--- src/rtl/decode_pkg.sv ---
// decode_pkg: shared widths, swap opcodes, the decoded-instruction struct and
// the field-split / swap-rule helper used by decode_issue_stage.
package decode_pkg;

  localparam int ILEN_D   = 32;
  localparam int REG_AW_D = 6;
  localparam int OP_W_D   = 4;
  localparam int IMM_W_D  = ILEN_D - 1 - 2 * REG_AW_D - OP_W_D;

  localparam logic [OP_W_D-1:0] OP_SWAP_A = 4'b1011;
  localparam logic [OP_W_D-1:0] OP_SWAP_B = 4'b1001;

  typedef struct packed {
    logic                regwrite;
    logic                immsel;
    logic [REG_AW_D-1:0] rs;
    logic [REG_AW_D-1:0] rd;
    logic [OP_W_D-1:0]   aluop;
    logic [REG_AW_D-1:0] rt;
    logic [IMM_W_D-1:0]  imm;
  } decoded_t;

  // Split an instruction into its fields and apply the swap rule. The
  // all-zero NOP falls out naturally: every field is zero and regwrite is 0.
  function automatic decoded_t decode_fields(input logic [ILEN_D-1:0] instr);
    decoded_t d;
    d.regwrite = |instr;
    d.immsel   = instr[ILEN_D-1];
    d.rs       = instr[ILEN_D-2 -: REG_AW_D];
    d.rd       = instr[ILEN_D-2-REG_AW_D -: REG_AW_D];
    d.aluop    = instr[ILEN_D-2-2*REG_AW_D -: OP_W_D];
    d.imm      = instr[IMM_W_D-1:0];
    d.rt       = instr[IMM_W_D-1 -: REG_AW_D];
    if ((d.aluop == OP_SWAP_A) || (d.aluop == OP_SWAP_B)) begin
      // rt takes the original rs before rs is overwritten with rd
      d.rt = d.rs;
      d.rs = d.rd;
    end else begin
      d.rt = d.rt;
    end
    return d;
  endfunction

endpackage

--- src/rtl/decode_scoreboard.sv ---
// decode_scoreboard: one pending bit per register. Reports RAW/WAW hazards
// from the registered state only (no same-cycle writeback bypass). A set
// in the same cycle as a clear of the same register wins.
module decode_scoreboard
  import decode_pkg::*;
#(
  parameter int REG_AW = REG_AW_D
) (
  input  logic              clk,
  input  logic              rst_n,
  input  logic [REG_AW-1:0] rs_i,
  input  logic [REG_AW-1:0] rt_i,
  input  logic              rt_used_i,
  input  logic [REG_AW-1:0] rd_i,
  output logic              hazard_o,
  input  logic              set_valid_i,
  input  logic [REG_AW-1:0] set_addr_i,
  input  logic              clr_valid_i,
  input  logic [REG_AW-1:0] clr_addr_i,
  input  logic              flush_valid_i,
  input  logic [REG_AW-1:0] flush_addr_i
);

  localparam int NREG = 1 << REG_AW;

  logic [NREG-1:0] pending_q;
  logic [NREG-1:0] pending_d;

  // Hazard query against the registered pending vector
  always_comb begin
    hazard_o = pending_q[rs_i] | (rt_used_i & pending_q[rt_i]) | pending_q[rd_i];
  end

  // Next pending vector: clears first, then the set so that set wins
  always_comb begin
    pending_d = pending_q;
    if (clr_valid_i) begin
      pending_d[clr_addr_i] = 1'b0;
    end else begin
      pending_d = pending_d;
    end
    if (flush_valid_i) begin
      pending_d[flush_addr_i] = 1'b0;
    end else begin
      pending_d = pending_d;
    end
    if (set_valid_i) begin
      pending_d[set_addr_i] = 1'b1;
    end else begin
      pending_d = pending_d;
    end
  end

  // Pending vector register, emptied immediately by reset
  always_ff @(posedge clk or negedge rst_n) begin
    if (!rst_n) begin
      pending_q <= '0;
    end else begin
      pending_q <= pending_d;
    end
  end

endmodule

--- src/rtl/decode_issue_stage.sv ---
// decode_issue_stage: registered decode-and-issue stage. Decodes the offered
// instruction, holds it in a single output register under valid/ready, and
// (with DECODE_SCOREBOARD_EN defined) stalls on RAW/WAW hazards against
// register writes still in flight. Without the macro the hazard is tied off
// and writeback inputs are ignored. Field widths follow decode_pkg.
module decode_issue_stage
  import decode_pkg::*;
#(
  parameter int ILEN   = ILEN_D,
  parameter int REG_AW = REG_AW_D,
  parameter int OP_W   = OP_W_D,
  parameter int IMM_W  = ILEN - 1 - 2 * REG_AW - OP_W
) (
  input  logic              clk,
  input  logic              rst_n,
  input  logic              in_valid,
  output logic              in_ready,
  input  logic [ILEN-1:0]   in_instr,
  output logic              out_valid,
  input  logic              out_ready,
  output logic              out_regwrite,
  output logic              out_immsel,
  output logic [REG_AW-1:0] out_rs,
  output logic [REG_AW-1:0] out_rd,
  output logic [REG_AW-1:0] out_rt,
  output logic [OP_W-1:0]   out_aluop,
  output logic [IMM_W-1:0]  out_imm,
  input  logic              wb_valid,
  input  logic [REG_AW-1:0] wb_addr,
  input  logic              flush
);

  decoded_t dec_s;
  decoded_t data_q;
  decoded_t data_d;
  logic     valid_q;
  logic     valid_d;
  logic     hazard_s;
  logic     accept_s;
  logic     flush_clr_s;

  // Decode the offered instruction
  always_comb begin
    dec_s = decode_fields(in_instr);
  end

  // The held instruction is dropped by flush; release its pending bit
  assign flush_clr_s = flush & valid_q & data_q.regwrite;

`ifdef DECODE_SCOREBOARD_EN
  logic sb_hazard_s;

  decode_scoreboard #(
    .REG_AW(REG_AW)
  ) u_scoreboard (
    .clk          (clk),
    .rst_n        (rst_n),
    .rs_i         (dec_s.rs),
    .rt_i         (dec_s.rt),
    .rt_used_i    (~dec_s.immsel),
    .rd_i         (dec_s.rd),
    .hazard_o     (sb_hazard_s),
    .set_valid_i  (accept_s & dec_s.regwrite),
    .set_addr_i   (dec_s.rd),
    .clr_valid_i  (wb_valid),
    .clr_addr_i   (wb_addr),
    .flush_valid_i(flush_clr_s),
    .flush_addr_i (data_q.rd)
  );

  // A NOP never stalls, even when register 0 is pending
  assign hazard_s = sb_hazard_s & dec_s.regwrite;
`else
  logic unused_sb_s;

  assign unused_sb_s = ^{wb_valid, wb_addr, flush_clr_s};
  assign hazard_s    = 1'b0;
`endif

  // Accept when the output slot is free or draining, with no hazard or flush
  always_comb begin
    in_ready = (~valid_q | out_ready) & ~hazard_s & ~flush;
    accept_s = in_valid & in_ready;
  end

  // Output register next state: flush drops, accept loads, consume empties
  always_comb begin
    valid_d = valid_q;
    data_d  = data_q;
    if (flush) begin
      valid_d = 1'b0;
    end else if (accept_s) begin
      valid_d = 1'b1;
      data_d  = dec_s;
    end else if (out_ready) begin
      valid_d = 1'b0;
    end else begin
      valid_d = valid_q;
    end
  end

  // Output register; fields hold while stalled by out_ready
  always_ff @(posedge clk or negedge rst_n) begin
    if (!rst_n) begin
      valid_q <= 1'b0;
      data_q  <= '0;
    end else begin
      valid_q <= valid_d;
      data_q  <= data_d;
    end
  end

  assign out_valid    = valid_q;
  assign out_regwrite = data_q.regwrite;
  assign out_immsel   = data_q.immsel;
  assign out_rs       = data_q.rs;
  assign out_rd       = data_q.rd;
  assign out_rt       = data_q.rt;
  assign out_aluop    = data_q.aluop;
  assign out_imm      = data_q.imm;

endmodule
--- config.mk ---
export PLATFORM = sky130hd
export DESIGN_NAME = decode_issue_stage
export DESIGN_NICKNAME = d
export VERILOG_FILES = /design/src/rtl/decode_pkg.sv /design/src/rtl/decode_scoreboard.sv /design/src/rtl/decode_issue_stage.sv
export SDC_FILE = /design/constraint.sdc
export NUM_CORES = 1
export LEC_CHECK = 0
export ABC_AREA = 1
export CORE_ASPECT_RATIO = 1.5
export CORE_MARGIN = 5
export CORE_UTILIZATION = 44
export CTS_CLUSTER_DIAMETER = 50
export DETAILED_ROUTE_END_ITERATION = 7
export PLACE_DENSITY = 0.85
export SYNTH_ARGS = -nofsm -noshare
export SYNTH_HDL_FRONTEND = slang
export SYNTH_SLANG_ARGS = --single-unit
export TNS_END_PERCENT = 20
--- constraint.sdc ---
create_clock -name clk -period 1.8 [get_ports clk]
set_input_delay 0.27 -clock clk [delete_from_list [all_inputs] [get_ports clk]]
set_output_delay 0.27 -clock clk [all_outputs]
set_load 0.1 [all_outputs]
==> summary.md <==
| Metric | Value |
|---|---|
| Distinct cells, synth | `17` |
| Initial Util | `45.39%` |
| Number of remaining DRC errors | `0` |
| M1 GR Usage | `just under 20%` |
| Worst path cell trace | `clkdlybuf4s50_1 -> inv_1 -> nand2_2 -> nor2_4 -> inv_2 -> o21ai_0` |
| Hold slack | `roughly 480 ps` |
| Syn Area/Cell | `8.280 µm²` |
| Longest Clk Path Bufs | `2` |
| Largest cells by area after synthesis | `dfrtp_1 56%, nand2_1 16%, nor2_1 6.3%, o21ai_0 5.0%, o21ai_1 3.3%` |
| Largest net degree at the start of global routing | `49` |
| Final net count | `341` |
| Synth Area in Compound Gates | `a little over a tenth` |
| Post-DP HPWL | `between 3000 and 4000 µm` |
| CP Capture Type | `flop` |
| CP Class | `input port to flop` |
| Die Wd | `62.18 µm` |
| TritonCTS Sinks | `40` |
| Most common cell after layout, fill and taps aside | `nand2_1` |
| Initial drt markers | `a little under 90` |
| ANT cells | `0` |
| Root Buffer | `clkbuf_8` |
| Synth Area in XOR/XNOR | `0%` |
| YS warnings | `0` |
| Synth top area share | `a little under three fifths` |
| Period utilization | `a little under nine tenths` |
| Antenna Nets Post-Route | `0` |
| Initial antenna violation count | `0` |
| CP Max Fanout | `48` |
| CP max stage delay | `approximately 550 ps` |
| Maxcap violations | `0` |
| DP Area | `roughly 2500 µm²` |
| Slowest CP cell | `inv_2` |
| Final Max Slew Viols | `0` |
| Drt pass-1 iters | `4` |
| HP Start | `out_aluop[1]` |
| Tmin final | `roughly 1600 ps` |
| Setup violations, final | `0` |
| Worst reg2reg startpoint | `out_valid` |
| Mux contribution to synthesized area | `0%` |
| Setup slack, reg-to-reg | `330 ps` |
| Global-route wire length before repair | `7617 µm` |
| Met2 GRT Util | `a little under a third` |
| Main combinational cell family by area after synthesis | `simple AND/OR/NAND/NOR gates` |
| Synth Net Count | `around 260` |
| Cell taking the most area after synthesis | `dfrtp_1` |
| Fin Clk Skew | `2.966 ps` |
| Vias in the first global route | `approximately 1700` |
| Vias per inst | `just under 5` |
| Design Area, Final | `2626 µm²` |
| Post-Synth Simple-Gate Area | `between 20% and 30%` |
| Post-Synthesis Cell Area | `about 1800 µm²` |
| Wire per inst | `13.35 µm` |
| Crit path DAT | `~1700 ps` |
| Share of layout cells above drive strength 1 | `a little under a quarter` |
| Routed WL | `4565 µm` |
| Ports | `between 80 and 90` |
| Status | `finished, final reports clean` |
| Commonest non-fill, non-tap cells in the layout | `75 x nand2_1, 43 x buf_4, 39 x dfrtp_1, 35 x clkdlybuf4s50_1, 30 x nor2_1` |
| Startpoint Class | `input port` |
| Via count | `1655` |
| Hold Crit Class | `flop to flop` |
| Met3 GRT Util | `between 4 and 5%` |
| CTS buffer count | `5` |
| Chip height | `approximately 88 µm` |
| Gp weighted congestion | `0.7608` |
| Adder-Cell Fraction of Synth Area | `0%` |
| CP required | `around 1900 ps` |
| GRT busiest layer | `met2` |
| Seq/Total Area, Yosys | `between 50% and 60%` |
| Highest clock rate | `0.6443 GHz` |
| Die ar. | `~5500 µm²` |
| Core area | `~4000 µm²` |
| CTS tree | `done` |
| Final hold vios | `0` |
| Clk pin slew, worst setup/hold paths | `~70 ps` |
| Crit. Startpoint | `flush` |
| Total track usage | `between 10% and 20%` |
| Static leakage | `~0.0013 µW` |
| RSZ-0062 raised after global routing | `false` |
| Gr ovfl total | `0` |
| PortBufs | `just under 80` |
| Worst-Skew Late Latency | `roughly 280 ps` |
| Row count | `28` |
| Worst Tran Pin Value | `approximately 770 ps` |
| Slew Limit Headroom | `between 40% and 50%` |
| Area growth, synth to finish | `46.17%` |
| Max rail drop VDD | `approximately 770 µV` |
| P per Cell Area | `1242 nW/µm²` |
| FF+latch count, synth | `40` |
| Htree depth | `2` |
| Post-Syn Instances | `217` |
[metrics by stage]
stage	TNS, ps	setup slack, ps	power, µW	utilization (%)	instances
floorplan	0	214.2	2254	-	217
global placement	-285.4	-29.97	2636	63.65	334
detailed placement	-660.8	-68.81	2655	63.65	334
CTS	0	231.1	3292	66.34	342
global route	0	74.58	3405	66.34	342
finish	0	248.0	3263	66.34	342
[where the power goes]
part / internal [µW] / switching [µW] / total [µW]
registers: 1030 / 71.4 / 1100
clock network: 341 / 291 / 633
logic: 323 / 1210 / 1530
total: 1690 / 1570 / 3260
[critical path: cells and delay by family]
kind,cells,cell delay (ps)
buf+inv,3,1070
simple gates,2,150
compound gates,1,180
[kinds of logic (layout without fill, tap and decap cells)]
logic type / Yosys count / in the layout
compound gates: 35 / 35
buf+inv: 27 / 107
flops: 40 / 40
simple gates: 115 / 115
[path summary, 6_finish.rpt]
check / endpoint / cells past startpoint
worst max-delay path: out_aluop[3] / 6
min in group asynchronous: out_aluop[3] / 2
worst max register to register: out_aluop[3] / 5
worst min-delay path: out_aluop[1] / 2
max in group asynchronous: out_valid / 3
worst min register to register: out_aluop[1] / 2
[flip-flops by register name, summed over array words and instances (netlist names)]
| register | cells |
|---|---|
| out_rs | 6 |
| out_rd | 6 |
| out_imm | 15 |
| out_immsel | 1 |
| out_regwrite | 1 |
| out_rt | 6 |
| out_aluop | 4 |
| out_valid | 1 |
[timing repair]
item                      CTS  global route
hold buffers                1             0
hold endpoints to repair   20             0
gates resized for setup     0             0
buffers inserted            0             0
[synthesized netlist by cell type]
master	number
nand2_1	75
dfrtp_1	40
nor2_1	30
o21ai_0	18
inv_1	15
o21ai_1	12
nand3_1	5
buf_2	4
o21ai_2	4
buf_4	3
buf_6	3
inv_2	2
nand2_2	2
a21oi_1	1
nor2_4	1
nor3_4	1
or2_2	1
[cell type report]
type	count	area [µm²]
Fill cell	353	1333
Sequential cell	40	1002
Timing Repair Buffer	83	748.2
Multi-Input combinational cell	150	655.6
Clock buffer	7	96.34
Inverter	17	67.56
Tap cell	45	56.30
[per-layer routing]
metal  share of wire, %  routed length, µm  vias to the layer above
met2                 52               2382                       61
met5                  0                  0                        -
met3                5.8                265                       10
met1                 39               1788                      755
li1                   -                  -                      829
met4                2.8                129                        0
Power figures use the tool's default switching activity.
==> patch: new RTL, config.mk and constraints unchanged <==
Set the package constant `REG_AW_D` to 5 (it was 6).
--- a/src/rtl/decode_pkg.sv
+++ b/src/rtl/decode_pkg.sv
@@ -3,7 +3,7 @@
 package decode_pkg;
 
   localparam int ILEN_D   = 32;
-  localparam int REG_AW_D = 6;
+  localparam int REG_AW_D = 5;
   localparam int OP_W_D   = 4;
   localparam int IMM_W_D  = ILEN_D - 1 - 2 * REG_AW_D - OP_W_D;
 
Interface: changed (5 resized); port bits go from 85 to 83. The function was not compared with the original's and may differ.
==> patch against the original RTL <==
  * Setup slack got worse by 0.032 ns
  * Design area fell by 4.2%
  * Synthesized area shrank 3.2%
  * Sequential cell count shrank 1
  * First-iteration DRC count shrank 43%
  * Largest cell class unchanged
  * Routed wire length decreased by 4.5%
  * Critical endpoint is now out_imm[2]
  * Total power decreased by 4.8%
  * Global-route usage is essentially flat
  * Core utilization fell by 1.7 points
  * Highest routed layer unchanged
  * Register-to-register slack worse by 0.02 ns
  * Final cell count is 2.3% lower
  * Count of clock-buffer cells in the layout unchanged
  * Clock power is 13% lower
==> patch: results (changes against the original RTL) <==
Outcome
  – Status: finished clean

Cells and area
  – N_diodes: 0 (unchanged)
  – Final #Nets: 331 (-2.9%)
  – Layout cell share with drive strength beyond 1: 21.1% (-1.5 points)
  – Max reg flops: 17 (+2)

Clock tree
  – H-tree Lvls: 2 (unchanged)
  – Setup repair bufs after CTS: 0 (unchanged)
  – Worst-path clk slew: 0.08 ns
  – TritonCTS buffer count: 5 (unchanged)
  – Cts repair resizes: 0 (unchanged)
  – CTS root buf: clkbuf_8
  – Clk Latency, worst-skew pair: 0.28 ns (about the same)
  – CTS Buffer Depth: 2 (unchanged)

Critical path
  – Worst Path Arrival: 1.71 ns (+0.02 ns)
  – CP Launch Point: flush
  – Reg2Reg Depth: 5 (unchanged)
  – Critical R2R Capture: out_imm[2]
  – Peak fanout along the critical path: 47 (-2.1%)
  – CP Capture Type: flop
  – R2R Setup Slk: 0.31 ns (-0.02 ns)
  – FF-to-FF Start: out_valid

GRT
  – Initial antenna violation count: 0 (unchanged)
  – Vias in the first global route: 1600 (-4.5%)
  – Gr usage total: 17.2% (about the same)
  – Largest net degree at the start of global routing: 48 (-2.0%)
  – First-pass GRT wire length: 7050 um (-7.4%)

Place
  – Setup WS pre-CTS: -0.0929 ns (-0.0241 ns)
  – Routability cong.: 0.711 (-6.5%)
  – Port Buffers: 76 (-1.3%)
  – DPL Wire Length: 3230 um (-8.4%)

Worst hold path
  – Worst hold-check path type: input port to asynchronous set/reset pin

Logic synthesis
  – Post-synthesis net count: 253 (-3.1%)
  – Asr flop ratio synth: 100% (unchanged)
  – Compound-gate portion of the synthesized area: 9.57% (-1.0 points)
  – Multiplexer share of the synthesized area: 0% (unchanged)
  – Top cells by count, synth: nand2_1, dfrtp_1, nor2_1
  – Synth Area in Adders: 0% (unchanged)
  – Seq/Total Area, Yosys: 56.1% (+0.40 points)
  – Synth area leaders: dfrtp_1, nand2_1, nor2_1
  – Synth cell types: 18 (+1)
  – YS warnings: 0 (unchanged)
  – Synth Flop Type: dfrtp_1
  – Post-synthesis xor/xnor area fraction: 0% (unchanged)

STA
  – Final hold slack: 0.0366 ns (-0.439 ns)
  – Clk_skew: 0.00468 ns (+0.00172 ns)
  – Slew @ Worst Pin: 0.757 ns (-0.00806 ns)
  – Post-route minimum period: 1.58 ns (+0.0322 ns)

Power
  – Peak VDD IR: 0.803 mV (+4.2%)
  – Lkg Pwr: 0.00127 uW (-3.8%)

Detailed routing
  – Routed WL per cell: 13.0 um (-2.2%)
  – Detailed Route Iter0 Violations: 50 (-43%)
  – Vias per cell: 4.72 (-2.5%)
[patch: changes by cell type after synthesis, moves of 2 or more]
cell and delta:
buf_2 -2, nor2_1 -2, o21ai_0 +2, o21ai_1 -5
[patch: metrics by stage]
stage / instance area [um2] / instances / utilization (%) / setup TNS [ns]
after floorplan: 1740 / 210 / - / 0
after global placement: 2430 / 326 / 62.6 / -0.0586
after detailed placement: 2430 / 326 / 62.6 / -0.844
after CTS: 2510 / 334 / 64.7 / 0
after global routing: 2510 / 334 / 64.7 / 0
final: 2510 / 334 / 64.7 / 0
[patch: final cells by class]
type | count | area [um2]
Tap cell | 45 | 56.3
Multi-Input combinational cell | 145 | 622
Fill cell | 324 | 1370
Inverter | 17 | 67.6
Sequential cell | 39 | 977
Clock inverter | 1 | 5.00
Timing Repair Buffer | 80 | 711
Clock buffer | 7 | 76.3
[patch: report_power, final]
group	total (uW)	switching, uW	leakage, uW	internal (uW)
clock	553	281	0.0000422	272
sequential	1070	72.1	0.000478	1000
combinational	1480	1160	0.000751	313
[patch: per-layer routing]
metal	vias to the layer above	share of wire (%)	GRT usage (%)
li1	802	-	-
met1	721	39	20.0
met2	47	52	30.3
met3	6	7.3	3.86
met4	0	1.3	5.79
met5	-	0	0
[patch: worst max-delay path, stage by stage]
cell             delay [ns]
clkdlybuf4s50_1        0.48
inv_1                  0.06
nand2_2                0.12
nor2_4                 0.05
inv_2                  0.55
o21ai_0                0.19
[patch: kinds of logic (layout without fill, tap and decap cells)]
group | count (synthesis) | count (layout)
AND/OR/NAND/NOR | 114 | 114
buffers and inverters | 26 | 105
AO/OA/AOI/OAI | 31 | 31
flip-flops | 39 | 39
